### src/rtl/cmp_search_if.sv
// Probe/verdict link between the search initiator and a magnitude comparator.
// Transfer rule: a verdict is consumed on a rising edge where outReq && inRespValid; outGuess holds until then.
interface cmp_search_if #(
    parameter int WIDTH = 4
);
    logic [WIDTH-1:0] outGuess;
    logic             outReq;
    logic             inRespValid;
    logic             inGT;
    logic             inEQ;
    logic             inLT;

    modport master (
        output outGuess, outReq,
        input  inRespValid, inGT, inEQ, inLT
    );

    modport slave (
        input  outGuess, outReq,
        output inRespValid, inGT, inEQ, inLT
    );
endinterface

### src/rtl/cmp_search_ctrl.sv
// Binary-search initiator: probes a GT/EQ/LT comparator with a guess and narrows
// the range [lo, hi] on each accepted verdict until EQ, empty range or a malformed verdict.
module cmp_search_ctrl #(
    parameter int WIDTH = 4
) (
    input  logic             clk,
    input  logic             reset,
    input  logic             inStart,
    cmp_search_if.master     bus,
    output logic             outBusy,
    output logic             outDone,
    output logic             outFound,
    output logic [WIDTH-1:0] outResult,
    output logic [7:0]       outSteps,
    output logic             outErr,
    output logic [1:0]       dbg_state
);
    localparam int SW = WIDTH + 2;

    typedef enum logic [1:0] {
        S_IDLE  = 2'd0,
        S_PROBE = 2'd1,
        S_DONE  = 2'd2
    } state_t;

    state_t state, state_n;

    // Bounds carry two extra bits so lo can reach 2^WIDTH and hi can reach -1 without wrapping.
    logic signed [SW-1:0] lo_q, hi_q;
    logic signed [SW-1:0] guess_s, lo_new, hi_new, mid_sum;
    logic                 accept, onehot, empty;

    always_ff @(posedge clk) begin
        if (reset) state <= S_IDLE;
        else       state <= state_n;
    end

    always_comb begin
        state_n     = state;
        bus.outReq  = 1'b0;
        outBusy     = 1'b0;
        outDone     = 1'b0;
        accept      = 1'b0;
        onehot      = 1'b0;
        guess_s     = signed'({2'b00, bus.outGuess});
        lo_new      = lo_q;
        hi_new      = hi_q;
        mid_sum     = '0;
        empty       = 1'b0;

        case ({bus.inGT, bus.inEQ, bus.inLT})
            3'b100, 3'b010, 3'b001: onehot = 1'b1;
            default:                onehot = 1'b0;
        endcase
        if (bus.inGT) lo_new = guess_s + {{(SW-1){1'b0}}, 1'b1};
        if (bus.inLT) hi_new = guess_s - {{(SW-1){1'b0}}, 1'b1};
        empty   = lo_new > hi_new;
        mid_sum = lo_new + hi_new;

        case (state)
            S_IDLE: begin
                if (inStart) state_n = S_PROBE;
            end
            S_PROBE: begin
                bus.outReq = 1'b1;
                outBusy    = 1'b1;
                accept     = bus.inRespValid;
                if (accept && (!onehot || bus.inEQ || empty)) state_n = S_DONE;
            end
            S_DONE: begin
                outDone = 1'b1;
                state_n = S_IDLE;
            end
            default: state_n = S_IDLE;
        endcase
    end

    always_ff @(posedge clk) begin
        if (reset) begin
            lo_q         <= '0;
            hi_q         <= '0;
            bus.outGuess <= '0;
            outFound     <= 1'b0;
            outResult    <= '0;
            outSteps     <= '0;
            outErr       <= 1'b0;
        end else begin
            case (state)
                S_IDLE: begin
                    if (inStart) begin
                        lo_q         <= '0;
                        hi_q         <= signed'({2'b00, {WIDTH{1'b1}}});
                        bus.outGuess <= {1'b0, {(WIDTH-1){1'b1}}};
                        outSteps     <= '0;
                        outFound     <= 1'b0;
                        outErr       <= 1'b0;
                    end
                end
                S_PROBE: begin
                    if (accept) begin
                        outSteps <= outSteps + 8'd1;
                        if (!onehot) begin
                            outErr   <= 1'b1;
                            outFound <= 1'b0;
                        end else if (bus.inEQ) begin
                            outResult <= bus.outGuess;
                            outFound  <= 1'b1;
                        end else begin
                            lo_q <= lo_new;
                            hi_q <= hi_new;
                            if (!empty) bus.outGuess <= mid_sum[WIDTH:1];
                            else        outFound     <= 1'b0;
                        end
                    end
                end
                default: ;
            endcase
        end
    end

    assign dbg_state = state;
endmodule

### src/flat_wrapper.sv
// flat-port wrapper written by rule: the top's interface ports become plain ports
module cmp_search_ctrl_flat 
#(
    parameter int WIDTH = 4
)
  (clk, reset, inStart, outBusy, outDone, outFound, outResult, outSteps, outErr, dbg_state, bus_outGuess, bus_outReq, bus_inRespValid, bus_inGT, bus_inEQ, bus_inLT);
  cmp_search_if #(.WIDTH(WIDTH)) bus_i ();
  input  logic clk;
  input  logic reset;
  input  logic inStart;
  output logic outBusy;
  output logic outDone;
  output logic outFound;
  output logic [WIDTH-1:0] outResult;
  output logic [7:0] outSteps;
  output logic outErr;
  output logic [1:0] dbg_state;
  output wire logic [$bits(bus_i.outGuess)-1:0] bus_outGuess;
  output wire logic [$bits(bus_i.outReq)-1:0] bus_outReq;
  input wire logic [$bits(bus_i.inRespValid)-1:0] bus_inRespValid;
  input wire logic [$bits(bus_i.inGT)-1:0] bus_inGT;
  input wire logic [$bits(bus_i.inEQ)-1:0] bus_inEQ;
  input wire logic [$bits(bus_i.inLT)-1:0] bus_inLT;
  assign bus_outGuess = bus_i.outGuess;
  assign bus_outReq = bus_i.outReq;
  assign bus_i.inRespValid = bus_inRespValid;
  assign bus_i.inGT = bus_inGT;
  assign bus_i.inEQ = bus_inEQ;
  assign bus_i.inLT = bus_inLT;
  cmp_search_ctrl #(.WIDTH(WIDTH)) u_core (.clk(clk), .reset(reset), .inStart(inStart), .bus(bus_i), .outBusy(outBusy), .outDone(outDone), .outFound(outFound), .outResult(outResult), .outSteps(outSteps), .outErr(outErr), .dbg_state(dbg_state));
endmodule
### config.mk
export PLATFORM = sky130hd
export DESIGN_NAME = cmp_search_ctrl_flat
export DESIGN_NICKNAME = d
export VERILOG_FILES = /design/src/rtl/cmp_search_if.sv /design/src/rtl/cmp_search_ctrl.sv /design/src/flat_wrapper.sv
export SDC_FILE = /design/constraint.sdc
export NUM_CORES = 1
export LEC_CHECK = 0
export CELL_PAD_IN_SITES_DETAIL_PLACEMENT = 0
export CELL_PAD_IN_SITES_GLOBAL_PLACEMENT = 1
export CORE_MARGIN = 3
export CORE_UTILIZATION = 43
export CTS_CLUSTER_DIAMETER = 50
export DETAILED_ROUTE_END_ITERATION = 7
export HOLD_SLACK_MARGIN = 0.08
export PLACE_DENSITY_LB_ADDON = 0.1
export SETUP_SLACK_MARGIN = 0.1
export SLEW_MARGIN = 20
export SYNTH_ARGS = -nofsm -noshare
export SYNTH_HDL_FRONTEND = slang
export SYNTH_SLANG_ARGS = --single-unit
### constraint.sdc
create_clock -name clk -period 7.3 [get_ports clk]
set_input_delay 2.19 -clock clk [delete_from_list [all_inputs] [get_ports clk]]
set_output_delay 2.19 -clock clk [all_outputs]
set_load 0.02 [all_outputs]
# ---- Word-level counts from Yosys, hierarchy flattened
# Cells that the tools add are included.
dict set report word_totals {
  ff_bits 32
}
dict set report op_classes {
  addsub 4
  magnitude_cmp 1
  eq_ne 13
  n_mux 37
  reduce_logical 14
}
# op count
set ops {}
lappend ops {{6-bit 2-to-1 mux} 10}
lappend ops {{6-bit one-hot mux with 2 select lines} 2}
lappend ops {{4-bit 2-to-1 mux} 5}
lappend ops {{8-bit 2-to-1 mux} 2}
lappend ops {{8-bit one-hot mux with 2 select lines} 1}
lappend ops {{4-bit AND reduction} 3}
lappend ops {{1-bit 2-to-1 mux} 11}
lappend ops {{8-bit by 1-bit adder with 8-bit output (second input constant)} 1}
lappend ops {{2-bit != test (second input constant)} 4}
lappend ops {{4-bit one-hot mux with 2 select lines} 1}
lappend ops {{6-bit greater-than comparator} 1}
lappend ops {{2-bit by 1-bit != test with 1-bit output (second input constant)} 3}
lappend ops {{6-bit AND reduction} 1}
lappend ops {{4-bit by 1-bit adder with 5-bit output (second input constant)} 1}
lappend ops {{5-bit adder} 1}
lappend ops {{5-bit AND reduction} 1}
lappend ops {{4-bit by 1-bit subtractor with 5-bit output (second input constant)} 1}
lappend ops {{2-bit 2-to-1 mux} 2}
lappend ops {{4-bit != test (second input constant)} 1}
lappend ops {{1-bit one-hot mux with 2 select lines} 2}
lappend ops {{2-bit one-hot mux with 2 select lines} 1}
lappend ops {{3-bit by 1-bit == test with 1-bit output (second input constant)} 1}
lappend ops {{3-bit by 2-bit == test with 1-bit output (second input constant)} 1}
lappend ops {{3-bit == test (second input constant)} 1}
lappend ops {{other kinds (10)} 11}

# ---- Depth between registers and ports, before layout
# Gate-level depths: netlist of the first run.
dict set report depth {
  word_depth 9
  mapped_depth 12
  ltp_nobuf 12
}

# ---- Worst setup path after synthesis of the first run
# OpenSTA, ideal clock, no wires.
dict set report synth_timing {
  kind {input-to-reg}
  startpoint {in bus_inGT}
  endpoint {reg u_core.outFound}
  setup_time_ns 0.088
  t_arrival_ns 4.217
  t_required_ns 7.212
  slack_ns 2.994
  cell_stages 8
  path_buffers 1
  path_cell_list {buf_1 mux2_2 ha_1 nor2b_1 o21ai_0 a41oi_2 or3_1 a311oi_2}
}
dict set report synth_between {
  elab_chain_len 6
  elab_cells_between_ends 12
  cone_classes {order compare (1); eq/ne (4); mux (5); reduce/logical (2)}
}
# item line_no
set synth_lines {}
lappend synth_lines {{from (decl)} flat_wrapper.sv:21} ;# input wire logic [$bits(bus_i.inGT)-1:0] bus_inGT;
lappend synth_lines {{branches (longest 6 deep; another with 6-bit greater-than comparator)} n/a}
lappend synth_lines {{to (signal assigned)} cmp_search_ctrl.sv:95} ;# outFound <= 1'b0;
lappend synth_lines {{to (signal assigned)} cmp_search_ctrl.sv:104} ;# outFound <= 1'b0;
lappend synth_lines {{to (signal assigned)} cmp_search_ctrl.sv:107} ;# outFound <= 1'b1;
lappend synth_lines {{to (decl)} cmp_search_ctrl.sv:12} ;# output logic outFound,
# Parallel ways; which one is timed is not known. The select of a mux whose other input is x is not followed.
# A chain may end at the register's enable or synchronous reset.

# ---- Worst setup path after layout of the first run
dict set report layout_timing {
  startpoint {in bus_inLT}
  endpoint {reg u_core.outFound}
}
dict set report layout_between {
  elab_chain_len 6
  elab_cells_between_ends 12
  cone_classes {order compare (1); eq/ne (4); mux (5); reduce/logical (2)}
}
# item line_no
set layout_lines {}
lappend layout_lines {{from (decl)} flat_wrapper.sv:23} ;# input wire logic [$bits(bus_i.inLT)-1:0] bus_inLT;
lappend layout_lines {{branches (longest 6 deep; another with 6-bit greater-than comparator)} n/a}
# Parallel ways; which one is timed is not known. The select of a mux whose other input is x is not followed.

==> flow_results.xml, run 1 <==
<?xml version="1.0" encoding="UTF-8"?>
<metrics>
  <group name="routing">
    <metric name="drt_pass1_iterations" unit="">4</metric>
    <metric name="drt-wirelength-per-cell" unit="µm">14.9</metric>
    <metric name="num_vias" unit="">1517</metric>
    <metric name="detail_route.vias_per_cell" unit="">5.44</metric>
    <metric name="route.antenna.remaining_nets" unit="">0</metric>
    <metric name="totalWireLength" unit="µm">4150</metric>
    <metric name="drtIter0Drc" unit="">62</metric>
    <metric name="post-route-drc-count" unit="">0</metric>
  </group>
  <group name="worst_setup_path">
    <metric name="critical-path-slowest-cell" unit="">clkdlybuf4s50_1</metric>
    <metric name="timing.rr.start" unit="">u_core.bus.outGuess[0]</metric>
    <metric name="worstPathRequired" unit="ns">7.48</metric>
    <metric name="slowest_stage_delay_cp" unit="ns">0.67</metric>
    <metric name="cp.arrival" unit="ns">4.97</metric>
    <metric name="critical_path_buf_inv_count" unit="">3</metric>
    <metric name="reg2reg_depth" unit="">12</metric>
    <metric name="crit_path_start_kind" unit="">primary input</metric>
    <metric name="path_delay_family" unit="">buffers and inverters</metric>
    <metric name="critical_path_peak_fanout" unit="">10</metric>
    <metric name="critical_path.reg2reg.endpoint" unit="">u_core.outFound</metric>
    <metric name="cp-end-kind" unit="">flop</metric>
    <metric name="r2r_slack" unit="ns">4.25</metric>
    <metric name="timing_worst_setup_path_type" unit="">primary input to flop</metric>
    <metric name="critical_path.cell_chain" unit="">clkdlybuf4s50_1 -&gt; inv_1 -&gt; a21oi_1 -&gt; inv_1 -&gt; ha_1 -&gt; and4bb_1 -&gt; a32o_1 -&gt; a41oi_2 -&gt; or3_1 -&gt; a311oi_2</metric>
    <metric name="path_common_cell" unit="">inv_1</metric>
  </group>
  <group name="power">
    <metric name="static_leakage" unit="nW">0.928</metric>
    <metric name="pwr_dens" unit="mW/mm²">215</metric>
    <metric name="maximum_resistive_drop_on_vdd" unit="mV">0.101</metric>
    <metric name="p_total" unit="W">0.000474</metric>
  </group>
  <group name="sta">
    <metric name="rsz0062_at_grt" unit="">no</metric>
    <metric name="setup_tns" unit="ns">0</metric>
    <metric name="ratio_of_final_minimum_period_to_clock_period" unit="">0.656</metric>
    <metric name="final.min_clock_period" unit="ns">4.79</metric>
    <metric name="report.final.setup_viol" unit="">0</metric>
    <metric name="tightest_slew" unit="ns">0.961</metric>
    <metric name="final.setup_skew" unit="ns">0.00449</metric>
    <metric name="max_freq" unit="MHz">209</metric>
    <metric name="final_hold_viol_count" unit="">0</metric>
    <metric name="postLayoutSetupSlackWorst" unit="ns">2.51</metric>
    <metric name="slew_viol_final" unit="">0</metric>
    <metric name="max_slew_margin" unit="">0.357</metric>
  </group>
  <group name="final_layout">
    <metric name="num_antenna_cells" unit="">0</metric>
    <metric name="final_net_count" unit="">252</metric>
    <metric name="syn2layout_area_growth" unit="%">21.7</metric>
    <metric name="drive_gt1_frac" unit="">0.0779</metric>
    <metric name="final.fill_count" unit="">363</metric>
    <metric name="fin_cells" unit="">279</metric>
  </group>
  <group name="yosys">
    <metric name="async_flop_share" unit="">0</metric>
    <metric name="top_cell_types_by_occurrence_after_synthesis" unit="">dfxtp_1, nor2_1, a21oi_1</metric>
    <metric name="synth_sequential_area_ratio" unit="">0.354</metric>
    <metric name="yosys_warnings" unit="">0</metric>
    <metric name="dominantRegCellSynth" unit="">dfxtp_1</metric>
    <metric name="synthesis.instances" unit="">205</metric>
    <metric name="mappedNetlistArea" unit="mm²">0.00181</metric>
    <metric name="post-synth-top-area-cell" unit="">dfxtp_1</metric>
    <metric name="ys_types" unit="">48</metric>
    <metric name="syn_nets" unit="">226</metric>
    <metric name="synth_most_common_cell" unit="">dfxtp_1</metric>
    <metric name="synth_seq_cells" unit="">32</metric>
    <metric name="area_share_of_the_largest_cell_type_after_synthesis" unit="">0.354</metric>
    <metric name="synth.area.top_cells" unit="">dfxtp_1, ha_1, nor2_1, a21oi_1, xnor2_1</metric>
    <metric name="synth_enable_flop_cells" unit="">0</metric>
    <metric name="syn_area_per_cell" unit="µm²">8.83</metric>
  </group>
  <group name="global_routing">
    <metric name="first_global_vias" unit="">1434</metric>
    <metric name="global_route.usage.total" unit="">0.174</metric>
    <metric name="first_pass_grt_wire_length" unit="µm">6910</metric>
    <metric name="antenna_found_initial" unit="">0</metric>
    <metric name="maximum_number_of_pins_on_one_net_before_global_route_repair" unit="">26</metric>
    <metric name="grt-ovfl-total" unit="">0</metric>
  </group>
  <group name="floorplanning">
    <metric name="floorplan.die_area" unit="mm²">0.00502</metric>
    <metric name="floorplan.die.height" unit="µm">70.9</metric>
    <metric name="placement_rows" unit="">22</metric>
    <metric name="initial_core_util" unit="">0.469</metric>
    <metric name="io-pin-count" unit="">30</metric>
    <metric name="fp.coreArea" unit="mm²">0.00385</metric>
    <metric name="die_width" unit="µm">70.9</metric>
  </group>
  <group name="place">
    <metric name="dp.final_hpwl" unit="µm">3160</metric>
    <metric name="dp.cells" unit="">272</metric>
    <metric name="gp_congestion" unit="">0.852</metric>
    <metric name="placement.setup.worst_slack" unit="ns">2.24</metric>
    <metric name="port_buffers" unit="">29</metric>
  </group>
  <group name="hold_path">
    <metric name="holdCritPathClass" unit="">flop to flop</metric>
    <metric name="hold-path-endpoint" unit="">u_core.lo_q[2]</metric>
    <metric name="hold_path.startpoint" unit="">u_core.lo_q[2]</metric>
    <metric name="whs_path_depth" unit="">2</metric>
  </group>
  <group name="clock_tree">
    <metric name="cts.sinks" unit="">32</metric>
    <metric name="clk_path_buf_depth" unit="">2</metric>
    <metric name="post_cts_resized" unit="">0</metric>
    <metric name="number_of_buffers_inserted_during_clock_tree_synthesis" unit="">5</metric>
    <metric name="path_clk_slew" unit="ns">0.06</metric>
    <metric name="cts_post_setup_buffers_inserted" unit="">0</metric>
    <metric name="root_buffer" unit="">clkbuf_8</metric>
    <metric name="clock_insertion_delay_worst_skew" unit="ns">0.28</metric>
    <metric name="cts_hold_buffers" unit="">0</metric>
    <metric name="clock_tree.htree_level_count" unit="">2</metric>
    <metric name="tritoncts" unit="">yes</metric>
  </group>
  <group name="outcome">
    <metric name="outcome" unit="">finished clean</metric>
  </group>
  <group name="run">
    <metric name="max_cap_viol_count" unit="">0</metric>
  </group>
</metrics>
==> registers in the layout, summed over array words and instances, names as in the netlist <==
register	count
u_core.outSteps	8
u_core.dbg_state	2
u_core.bus.outGuess	4
u_core.outErr	1
u_core.outResult	4
u_core.hi_q	6
u_core.outFound	1
u_core.lo_q	6
==> power breakdown <==
part / internal, W / leakage (nW) / total, W / switching, W
Clock: 0.0000838 / 0.0503 / 0.000144 / 0.0000607
Combinational: 0.0000585 / 0.618 / 0.000136 / 0.0000779
Sequential: 0.000183 / 0.260 / 0.000193 / 0.0000101
==> cell families (layout without fill, tap and decap cells) <==
kind of cell             after synthesis  after routing  synth area share
AO/OA/AOI/OAI                         47             47             0.185
XOR/XNOR                              14             14            0.0678
adder cells (fa/ha/maj)               14             14             0.101
buffers and inverters                 23             49            0.0567
flip-flops                            32             32             0.354
multiplexers                           6              6            0.0346
AND/OR/NAND/NOR                       69             69             0.201
==> final cells by class <==
type | instances | area, µm² | area share
clock buffer | 7 | 96.3 | 0.0438
inverter | 13 | 48.8 | 0.0222
multi-input combinational | 150 | 1070 | 0.484
sequential | 32 | 641 | 0.291
tap | 48 | 60.1 | 0.0273
timing repair buffer | 29 | 290 | 0.132
==> worst register-to-register path, stage by stage, from the launching register on <==
cell,delay (ns)
dfxtp_1,0.47
inv_1,0.12
ha_1,0.25
xnor2_1,0.14
nor2_1,0.06
a21oi_1,0.22
inv_1,0.08
ha_1,0.36
and4bb_1,0.32
a32o_1,0.20
a41oi_2,0.07
or3_1,0.40
a311oi_2,0.26
==> cells in the final DEF (no fill, tap or decap), types with 2 or more instances in the layout <==
| cell | n |
|---|---|
| a21oi_1 | 16 |
| clkdlybuf4s50_1 | 29 |
| clkbuf_8 | 7 |
| ha_1 | 13 |
| inv_1 | 13 |
| or2b_1 | 2 |
| a22oi_1 | 4 |
| nor3_1 | 4 |
| nor2_1 | 29 |
| mux2i_1 | 4 |
| a221oi_1 | 2 |
| dfxtp_1 | 32 |
| a211oi_1 | 4 |
| nand3_1 | 2 |
| nand2_1 | 10 |
| or3_1 | 2 |
| nor2b_1 | 3 |
| xnor2_1 | 7 |
| a21o_1 | 5 |
| and3_1 | 2 |
| nand4_1 | 5 |
| xor2_1 | 7 |
| o21ai_0 | 5 |
| a2bb2oi_1 | 2 |
| mux2_2 | 2 |
==> per-layer routing <==
layer / GRT usage / wire length [µm] / vias to the layer above / share of wire
li1: - / - / 761 / -
met2: 0.292 / 1980 / 32 / 0.48
met3: 0.0412 / 192 / 5 / 0.046
met4: 0.0626 / 62 / 0 / 0.015
met5: 0 / 0 / - / 0
met1: 0.217 / 1910 / 719 / 0.46
==> worst max-delay path by stage <==
stage | from | slack, ns | depth (start not counted) | end
final | bus_inLT | 2.51 | 10 | u_core.outFound
after global routing | bus_inLT | 2.34 | 10 | u_core.outFound
after CTS | bus_inLT | 2.52 | 10 | u_core.outFound
after detailed placement | bus_inLT | 2.24 | 10 | u_core.outFound
after global placement | bus_inGT | 2.36 | 8 | u_core.outFound
after floorplan | bus_inGT | 2.99 | 8 | u_core.outFound
==> per-stage QoR <==
step	area [µm²]	hold slack, ns	utilization
CTS	2200	0.464	0.571
global route	2200	0.488	0.571
floorplan	1810	0.432	-
finish	2200	0.462	0.571
detailed placement	2110	0.455	0.546
global placement	2110	0.438	0.546
Power figures use the tool's default switching activity.
==> run 2: changes to the inputs <==
--- a/config.mk
+++ b/config.mk
@@ -8,7 +8,7 @@
 export CELL_PAD_IN_SITES_DETAIL_PLACEMENT = 0
 export CELL_PAD_IN_SITES_GLOBAL_PLACEMENT = 1
 export CORE_MARGIN = 3
-export CORE_UTILIZATION = 43
+export CORE_UTILIZATION = 36
 export CTS_CLUSTER_DIAMETER = 50
 export DETAILED_ROUTE_END_ITERATION = 7
 export HOLD_SLACK_MARGIN = 0.08
==> constraint.sdc (replaced) <==
create_clock -name clk -period 4.3 [get_ports clk]
set_input_delay 1.29 -clock clk [delete_from_list [all_inputs] [get_ports clk]]
set_output_delay 1.29 -clock clk [all_outputs]
set_load 0.02 [all_outputs]
==> run 2 against run 1 <==
  * Core utilization shrank 9.8 points
  * Largest power group unchanged
  * Clock skew is essentially flat
  * Flip-flop and latch count is the same
  * Die area grew 18%
  * Largest cell class unchanged
  * Critical endpoint unchanged
  * Via count grew 1.1%
==> flow_results.xml, run 2 (same netlist as run 1, synthesis figures left out) <==
<?xml version="1.0" encoding="UTF-8"?>
<metrics>
  <group name="final_layout">
    <metric name="final_net_count" unit="">256</metric>
    <metric name="syn2layout_area_growth" unit="%">25.3</metric>
    <metric name="fin_cells" unit="">303</metric>
    <metric name="drive_gt1_frac" unit="">0.0932</metric>
    <metric name="mostFrequentLayoutCells" unit="">dfxtp_1, nor2_1, clkdlybuf4s50_1, a21oi_1</metric>
    <metric name="final_common_cell" unit="">dfxtp_1</metric>
    <metric name="num_antenna_cells" unit="">0</metric>
    <metric name="flip_flop_count_of_the_largest_register_after_layout" unit="">8</metric>
    <metric name="post_route_design_area" unit="mm²">0.00227</metric>
    <metric name="largest-register" unit="">u_core.outSteps</metric>
    <metric name="layout_top_registers" unit="">u_core.outSteps x8, u_core.hi_q x6, u_core.lo_q x6</metric>
  </group>
  <group name="worst_setup_path">
    <metric name="cp-end-kind" unit="">flop</metric>
    <metric name="critical_path_peak_fanout" unit="">10</metric>
    <metric name="r2r_slack" unit="ns">1.31</metric>
    <metric name="cp.arrival" unit="ns">4.08</metric>
    <metric name="timing.rr.start" unit="">u_core.bus.outGuess[0]</metric>
    <metric name="critical-path-slowest-cell" unit="">clkdlybuf4s50_1</metric>
    <metric name="reg2reg_depth" unit="">12</metric>
    <metric name="slowest_stage_delay_cp" unit="ns">0.70</metric>
    <metric name="critical_path.reg2reg.endpoint" unit="">u_core.outFound</metric>
    <metric name="path_common_cell" unit="">inv_1</metric>
    <metric name="crit_path_start_kind" unit="">primary input</metric>
    <metric name="critical_path.cell_chain" unit="">clkdlybuf4s50_1 -&gt; inv_1 -&gt; a21oi_1 -&gt; inv_1 -&gt; ha_1 -&gt; and4bb_1 -&gt; a32o_1 -&gt; a41oi_2 -&gt; or3_1 -&gt; a311oi_2</metric>
    <metric name="timing_worst_setup_path_type" unit="">primary input to flop</metric>
    <metric name="worstPathRequired" unit="ns">4.49</metric>
  </group>
  <group name="power">
    <metric name="p_total" unit="W">0.000849</metric>
    <metric name="p_sw" unit="W">0.000263</metric>
    <metric name="static_leakage" unit="nW">0.953</metric>
    <metric name="comb_power_share" unit="">0.283</metric>
    <metric name="switching_share" unit="">0.310</metric>
    <metric name="power.share.clock" unit="">0.332</metric>
    <metric name="cell_internal_pwr" unit="W">0.000586</metric>
    <metric name="pwr_dens" unit="mW/mm²">375</metric>
    <metric name="maximum_resistive_drop_on_vdd" unit="mV">0.192</metric>
    <metric name="power.sequential.fraction" unit="">0.384</metric>
  </group>
  <group name="sta">
    <metric name="max_freq" unit="MHz">257</metric>
    <metric name="tightest_slew" unit="ns">0.615</metric>
    <metric name="setup_tns" unit="ns">0</metric>
    <metric name="postLayoutSetupSlackWorst" unit="ns">0.413</metric>
    <metric name="slew_viol_final" unit="">0</metric>
    <metric name="final.min_clock_period" unit="ns">3.89</metric>
    <metric name="report.final.setup_viol" unit="">0</metric>
    <metric name="final.setup_skew" unit="ns">0.00455</metric>
    <metric name="ratio_of_final_minimum_period_to_clock_period" unit="">0.904</metric>
    <metric name="final_hold_viol_count" unit="">0</metric>
    <metric name="max_slew_margin" unit="">0.588</metric>
    <metric name="rsz0062_at_grt" unit="">no</metric>
  </group>
  <group name="clock_tree">
    <metric name="tritoncts" unit="">yes</metric>
    <metric name="root_buffer" unit="">clkbuf_8</metric>
    <metric name="clock_tree.htree_level_count" unit="">2</metric>
    <metric name="post_cts_resized" unit="">0</metric>
    <metric name="clock_insertion_delay_worst_skew" unit="ns">0.28</metric>
    <metric name="clk_path_buf_depth" unit="">2</metric>
    <metric name="cts_hold_buffers" unit="">0</metric>
    <metric name="cts.sinks" unit="">32</metric>
    <metric name="number_of_buffers_inserted_during_clock_tree_synthesis" unit="">5</metric>
    <metric name="cts_post_setup_buffers_inserted" unit="">0</metric>
    <metric name="path_clk_slew" unit="ns">0.07</metric>
  </group>
  <group name="floorplanning">
    <metric name="die_width" unit="µm">76.9</metric>
    <metric name="placement_rows" unit="">25</metric>
    <metric name="floorplan.die.height" unit="µm">76.9</metric>
    <metric name="io-pin-count" unit="">30</metric>
    <metric name="fp.coreArea" unit="mm²">0.00479</metric>
    <metric name="floorplan.die_area" unit="mm²">0.00591</metric>
    <metric name="initial_core_util" unit="">0.378</metric>
  </group>
  <group name="place">
    <metric name="placement.setup.worst_slack" unit="ns">0.158</metric>
    <metric name="gp_congestion" unit="">0.958</metric>
    <metric name="dp.cells" unit="">295</metric>
    <metric name="placedInstanceArea" unit="mm²">0.00216</metric>
    <metric name="port_buffers" unit="">29</metric>
    <metric name="dp.final_hpwl" unit="µm">3400</metric>
  </group>
  <group name="global_routing">
    <metric name="grt_most_used_layer" unit="">met2</metric>
    <metric name="grtUsageMet1" unit="">0.198</metric>
    <metric name="first_global_vias" unit="">1557</metric>
    <metric name="first_pass_grt_wire_length" unit="µm">7650</metric>
    <metric name="global_route.usage.total" unit="">0.162</metric>
    <metric name="met3_usage" unit="">0.0446</metric>
    <metric name="grt-ovfl-total" unit="">0</metric>
    <metric name="antenna_found_initial" unit="">0</metric>
    <metric name="maximum_number_of_pins_on_one_net_before_global_route_repair" unit="">25</metric>
    <metric name="gr-usage-met2" unit="">0.267</metric>
  </group>
  <group name="routing">
    <metric name="num_vias" unit="">1534</metric>
    <metric name="totalWireLength" unit="µm">4420</metric>
    <metric name="drt-wirelength-per-cell" unit="µm">14.6</metric>
    <metric name="detail_route.vias_per_cell" unit="">5.06</metric>
    <metric name="post-route-drc-count" unit="">0</metric>
    <metric name="route.antenna.remaining_nets" unit="">0</metric>
    <metric name="drtIter0Drc" unit="">51</metric>
    <metric name="drt_pass1_iterations" unit="">4</metric>
  </group>
  <group name="outcome">
    <metric name="outcome" unit="">finished clean</metric>
  </group>
  <group name="run">
    <metric name="max_cap_viol_count" unit="">0</metric>
  </group>
  <group name="hold_path">
    <metric name="hold-path-endpoint" unit="">u_core.lo_q[5]</metric>
    <metric name="hold_path.startpoint" unit="">u_core.lo_q[5]</metric>
    <metric name="whs_path_depth" unit="">1</metric>
    <metric name="holdCritPathClass" unit="">flop to flop</metric>
  </group>
</metrics>
## run 2: critical path: cells and delay by family
family / cells / cell delay (ns)
compound gates: 4 / 0.79
fa+ha+maj: 1 / 0.35
buf+inv: 3 / 0.92
simple gates: 2 / 0.73
## run 2: worst max path at each step
stage	from	end	cells after the start
after CTS	bus_inLT	u_core.outFound	10
after detailed placement	bus_inLT	u_core.outFound	10
after global routing	bus_inLT	u_core.outFound	10
after floorplan	bus_inGT	u_core.outFound	8
after global placement	bus_inLT	u_core.outFound	10
final	bus_inLT	u_core.outFound	10
## run 2: routing by layer
layer / vias up / share of wire
met5: - / 0
met2: 30 / 0.48
met3: 8 / 0.038
li1: 772 / -
met1: 724 / 0.46
met4: 0 / 0.021
## run 2: power groups by stage
stage / sequential, W / clock [W] / combinational, W
2_1_floorplan: 0.000336 / 0 / 0.000161
6_report: 0.000327 / 0.000282 / 0.000241
4_1_cts: 0.000327 / 0.000293 / 0.000243
3_5_place_dp: 0.000334 / 0 / 0.000242
3_3_place_gp: 0.000334 / 0 / 0.000238
5_1_grt: 0.000330 / 0.000312 / 0.000267
## run 2: through the flow
step	util	hold slack (ns)
after floorplan	-	0.432
after global placement	0.451	0.444
after detailed placement	0.451	0.459
after CTS	0.474	0.468
after global routing	0.474	0.487
final	0.474	0.469
## run 2: area by class of cell
type                       count  area, µm²
clock buffer                   6       72.6
clock inverter                 2       35.0
fill                         507       2520
inverter                      13       48.8
multi-input combinational    150       1070
sequential                    32        641
tap                           67       83.8
timing repair buffer          33        320
==> run 3: changes to the inputs <==
--- a/config.mk
+++ b/config.mk
@@ -7,7 +7,6 @@
 export LEC_CHECK = 0
 export CELL_PAD_IN_SITES_DETAIL_PLACEMENT = 0
 export CELL_PAD_IN_SITES_GLOBAL_PLACEMENT = 1
-export CORE_MARGIN = 3
 export CORE_UTILIZATION = 36
 export CTS_CLUSTER_DIAMETER = 50
 export DETAILED_ROUTE_END_ITERATION = 7
==> run 3 against run 2 <==
  * Final area shrank 0.77%
  * Register-to-register slack about the same
  * Wire length increased by 1.7%
  * Critical endpoint is now u_core.bus.outGuess[2]
  * Critical path type unchanged
  * Critical path depth unchanged
  * Via count decreased by 0.72%
  * Core utilization is 0.37 points lower
  * Die area fell by 10%
  * Largest cell class unchanged
  * Clock-buffer cell count increased by 2
  * Non-clock buffer count is the same
==> flow_results.xml, run 3 (same netlist as run 1, synthesis figures left out) <==
<?xml version="1.0" encoding="UTF-8"?>
<metrics>
  <group name="worst_setup_path">
    <metric name="crit_path_start_kind" unit="">primary input</metric>
    <metric name="slowest_stage_delay_cp" unit="ns">0.70</metric>
    <metric name="cp.arrival" unit="ns">4.07</metric>
    <metric name="critical_path_peak_fanout" unit="">10</metric>
    <metric name="cp-end-kind" unit="">flop</metric>
    <metric name="worstPathRequired" unit="ns">4.47</metric>
    <metric name="timing_worst_setup_path_type" unit="">primary input to flop</metric>
    <metric name="critical-path-slowest-cell" unit="">clkdlybuf4s50_1</metric>
    <metric name="path_delay_family" unit="">compound AO/OA/AOI/OAI gates</metric>
    <metric name="path_common_cell" unit="">inv_1</metric>
    <metric name="critical_path_buf_inv_count" unit="">3</metric>
    <metric name="critical_path.cell_chain" unit="">clkdlybuf4s50_1 -&gt; inv_1 -&gt; a21oi_1 -&gt; inv_1 -&gt; ha_1 -&gt; and4bb_1 -&gt; a32o_1 -&gt; a41oi_2 -&gt; nor2_1 -&gt; a221oi_1</metric>
  </group>
  <group name="outcome">
    <metric name="outcome" unit="">finished clean</metric>
  </group>
  <group name="global_routing">
    <metric name="met3_usage" unit="">0.0497</metric>
    <metric name="global_route.usage.total" unit="">0.188</metric>
    <metric name="gr-usage-met2" unit="">0.327</metric>
    <metric name="grt_most_used_layer" unit="">met2</metric>
    <metric name="first_pass_grt_wire_length" unit="µm">7510</metric>
    <metric name="antenna_found_initial" unit="">0</metric>
    <metric name="grt-ovfl-total" unit="">0</metric>
    <metric name="first_global_vias" unit="">1552</metric>
    <metric name="grtUsageMet1" unit="">0.219</metric>
    <metric name="maximum_number_of_pins_on_one_net_before_global_route_repair" unit="">25</metric>
  </group>
  <group name="clock_tree">
    <metric name="post_cts_resized" unit="">0</metric>
    <metric name="tritoncts" unit="">yes</metric>
    <metric name="path_clk_slew" unit="ns">0.06</metric>
    <metric name="cts_post_setup_buffers_inserted" unit="">0</metric>
    <metric name="root_buffer" unit="">clkbuf_8</metric>
    <metric name="clock_tree.htree_level_count" unit="">2</metric>
    <metric name="cts_hold_buffers" unit="">0</metric>
    <metric name="cts.sinks" unit="">32</metric>
    <metric name="clock_insertion_delay_worst_skew" unit="ns">0.28</metric>
    <metric name="number_of_buffers_inserted_during_clock_tree_synthesis" unit="">5</metric>
    <metric name="clk_path_buf_depth" unit="">2</metric>
  </group>
  <group name="routing">
    <metric name="num_vias" unit="">1523</metric>
    <metric name="totalWireLength" unit="µm">4490</metric>
    <metric name="route.antenna.remaining_nets" unit="">0</metric>
    <metric name="drt-wirelength-per-cell" unit="µm">14.8</metric>
    <metric name="drtIter0Drc" unit="">48</metric>
    <metric name="detail_route.vias_per_cell" unit="">5.03</metric>
    <metric name="drt_pass1_iterations" unit="">4</metric>
    <metric name="post-route-drc-count" unit="">0</metric>
  </group>
  <group name="sta">
    <metric name="final.min_clock_period" unit="ns">3.90</metric>
    <metric name="tightest_slew" unit="ns">0.663</metric>
    <metric name="slew_viol_final" unit="">0</metric>
    <metric name="rsz0062_at_grt" unit="">no</metric>
    <metric name="setup_tns" unit="ns">0</metric>
    <metric name="report.final.setup_viol" unit="">0</metric>
    <metric name="max_slew_margin" unit="">0.557</metric>
    <metric name="ratio_of_final_minimum_period_to_clock_period" unit="">0.907</metric>
    <metric name="max_freq" unit="MHz">256</metric>
    <metric name="final_hold_viol_count" unit="">0</metric>
    <metric name="final.setup_skew" unit="ns">0.00291</metric>
  </group>
  <group name="power">
    <metric name="cell_internal_pwr" unit="W">0.000545</metric>
    <metric name="switching_share" unit="">0.325</metric>
    <metric name="comb_power_share" unit="">0.302</metric>
    <metric name="maximum_resistive_drop_on_vdd" unit="mV">0.173</metric>
    <metric name="static_leakage" unit="nW">0.943</metric>
    <metric name="pwr_dens" unit="mW/mm²">359</metric>
    <metric name="power.sequential.fraction" unit="">0.404</metric>
    <metric name="power.share.clock" unit="">0.293</metric>
    <metric name="p_sw" unit="W">0.000263</metric>
  </group>
  <group name="final_layout">
    <metric name="flip_flop_count_of_the_largest_register_after_layout" unit="">8</metric>
    <metric name="syn2layout_area_growth" unit="%">24.3</metric>
    <metric name="mostFrequentLayoutCells" unit="">dfxtp_1, nor2_1, clkdlybuf4s50_1, a21oi_1</metric>
    <metric name="num_antenna_cells" unit="">0</metric>
    <metric name="drive_gt1_frac" unit="">0.0890</metric>
    <metric name="post_route_design_area" unit="mm²">0.00225</metric>
    <metric name="final_net_count" unit="">256</metric>
    <metric name="layout_top_registers" unit="">u_core.outSteps x8, u_core.hi_q x6, u_core.lo_q x6</metric>
    <metric name="largest-register" unit="">u_core.outSteps</metric>
    <metric name="final_common_cell" unit="">dfxtp_1</metric>
  </group>
  <group name="hold_path">
    <metric name="holdCritPathClass" unit="">flop to flop</metric>
  </group>
  <group name="place">
    <metric name="gp_congestion" unit="">0.937</metric>
    <metric name="dp.final_hpwl" unit="µm">3430</metric>
    <metric name="placedInstanceArea" unit="mm²">0.00216</metric>
    <metric name="port_buffers" unit="">29</metric>
  </group>
  <group name="run">
    <metric name="max_cap_viol_count" unit="">0</metric>
  </group>
  <group name="floorplanning">
    <metric name="initial_core_util" unit="">0.378</metric>
    <metric name="placement_rows" unit="">25</metric>
    <metric name="io-pin-count" unit="">30</metric>
    <metric name="fp.coreArea" unit="mm²">0.00479</metric>
    <metric name="floorplan.die.height" unit="µm">72.9</metric>
    <metric name="die_width" unit="µm">72.9</metric>
    <metric name="floorplan.die_area" unit="mm²">0.00531</metric>
  </group>
</metrics>
[run 3: worst register-to-register path, stage by stage, from the launching register on]
cell	delay (ns)
dfxtp_1	0.46
inv_1	0.12
ha_1	0.24
xnor2_1	0.15
nor2_1	0.05
a21oi_1	0.21
inv_1	0.07
ha_1	0.36
and4bb_1	0.26
a32o_1	0.27
a41oi_2	0.27
nor2_1	0.10
a221oi_1	0.32
[run 3: worst paths after layout]
path,depth (start not counted),endpoint,startpoint,slack (ns)
max,10,u_core.bus.outGuess[2],bus_inLT,0.40
min,2,u_core.outErr,u_core.outErr,0.48
max reg2reg,12,u_core.bus.outGuess[2],u_core.bus.outGuess[0],1.30
min reg2reg,2,u_core.outErr,u_core.outErr,0.48
[run 3: through the flow]
step                setup slack [ns]  power, W  cells  utilization  hold WS (ns)
floorplan                      0.894  0.000497    205            -         0.432
global placement               0.246  0.000572    295        0.451         0.445
detailed placement             0.126  0.000577    295        0.451         0.463
CTS                            0.417  0.000819    303        0.470         0.476
global route                   0.173  0.000856    303        0.470         0.493
finish                         0.399  0.000808    303        0.470         0.479
[run 3: cell type report]
class | instances | area [µm²]
repair buffers | 33 | 320
inverters | 13 | 48.8
multi-input cells | 150 | 1070
well taps | 67 | 83.8
clock buffers | 8 | 90.1
fillers | 497 | 2540
flip-flops and latches | 32 | 641
[run 3: routing by layer]
layer  up-vias  wire length [µm]
met5         -                 0
met4         0                95
met3         9               144
met2        32              2140
met1       710              2110
li1        772                 -
[run 3: power groups by stage]
stage | Clock (W) | Combinational (W) | Sequential (W)
3_3_place_gp | 0 | 0.000238 | 0.000334
5_1_grt | 0.000259 | 0.000268 | 0.000329
6_report | 0.000237 | 0.000244 | 0.000327
4_1_cts | 0.000247 | 0.000244 | 0.000327
2_1_floorplan | 0 | 0.000161 | 0.000336
3_5_place_dp | 0 | 0.000243 | 0.000334
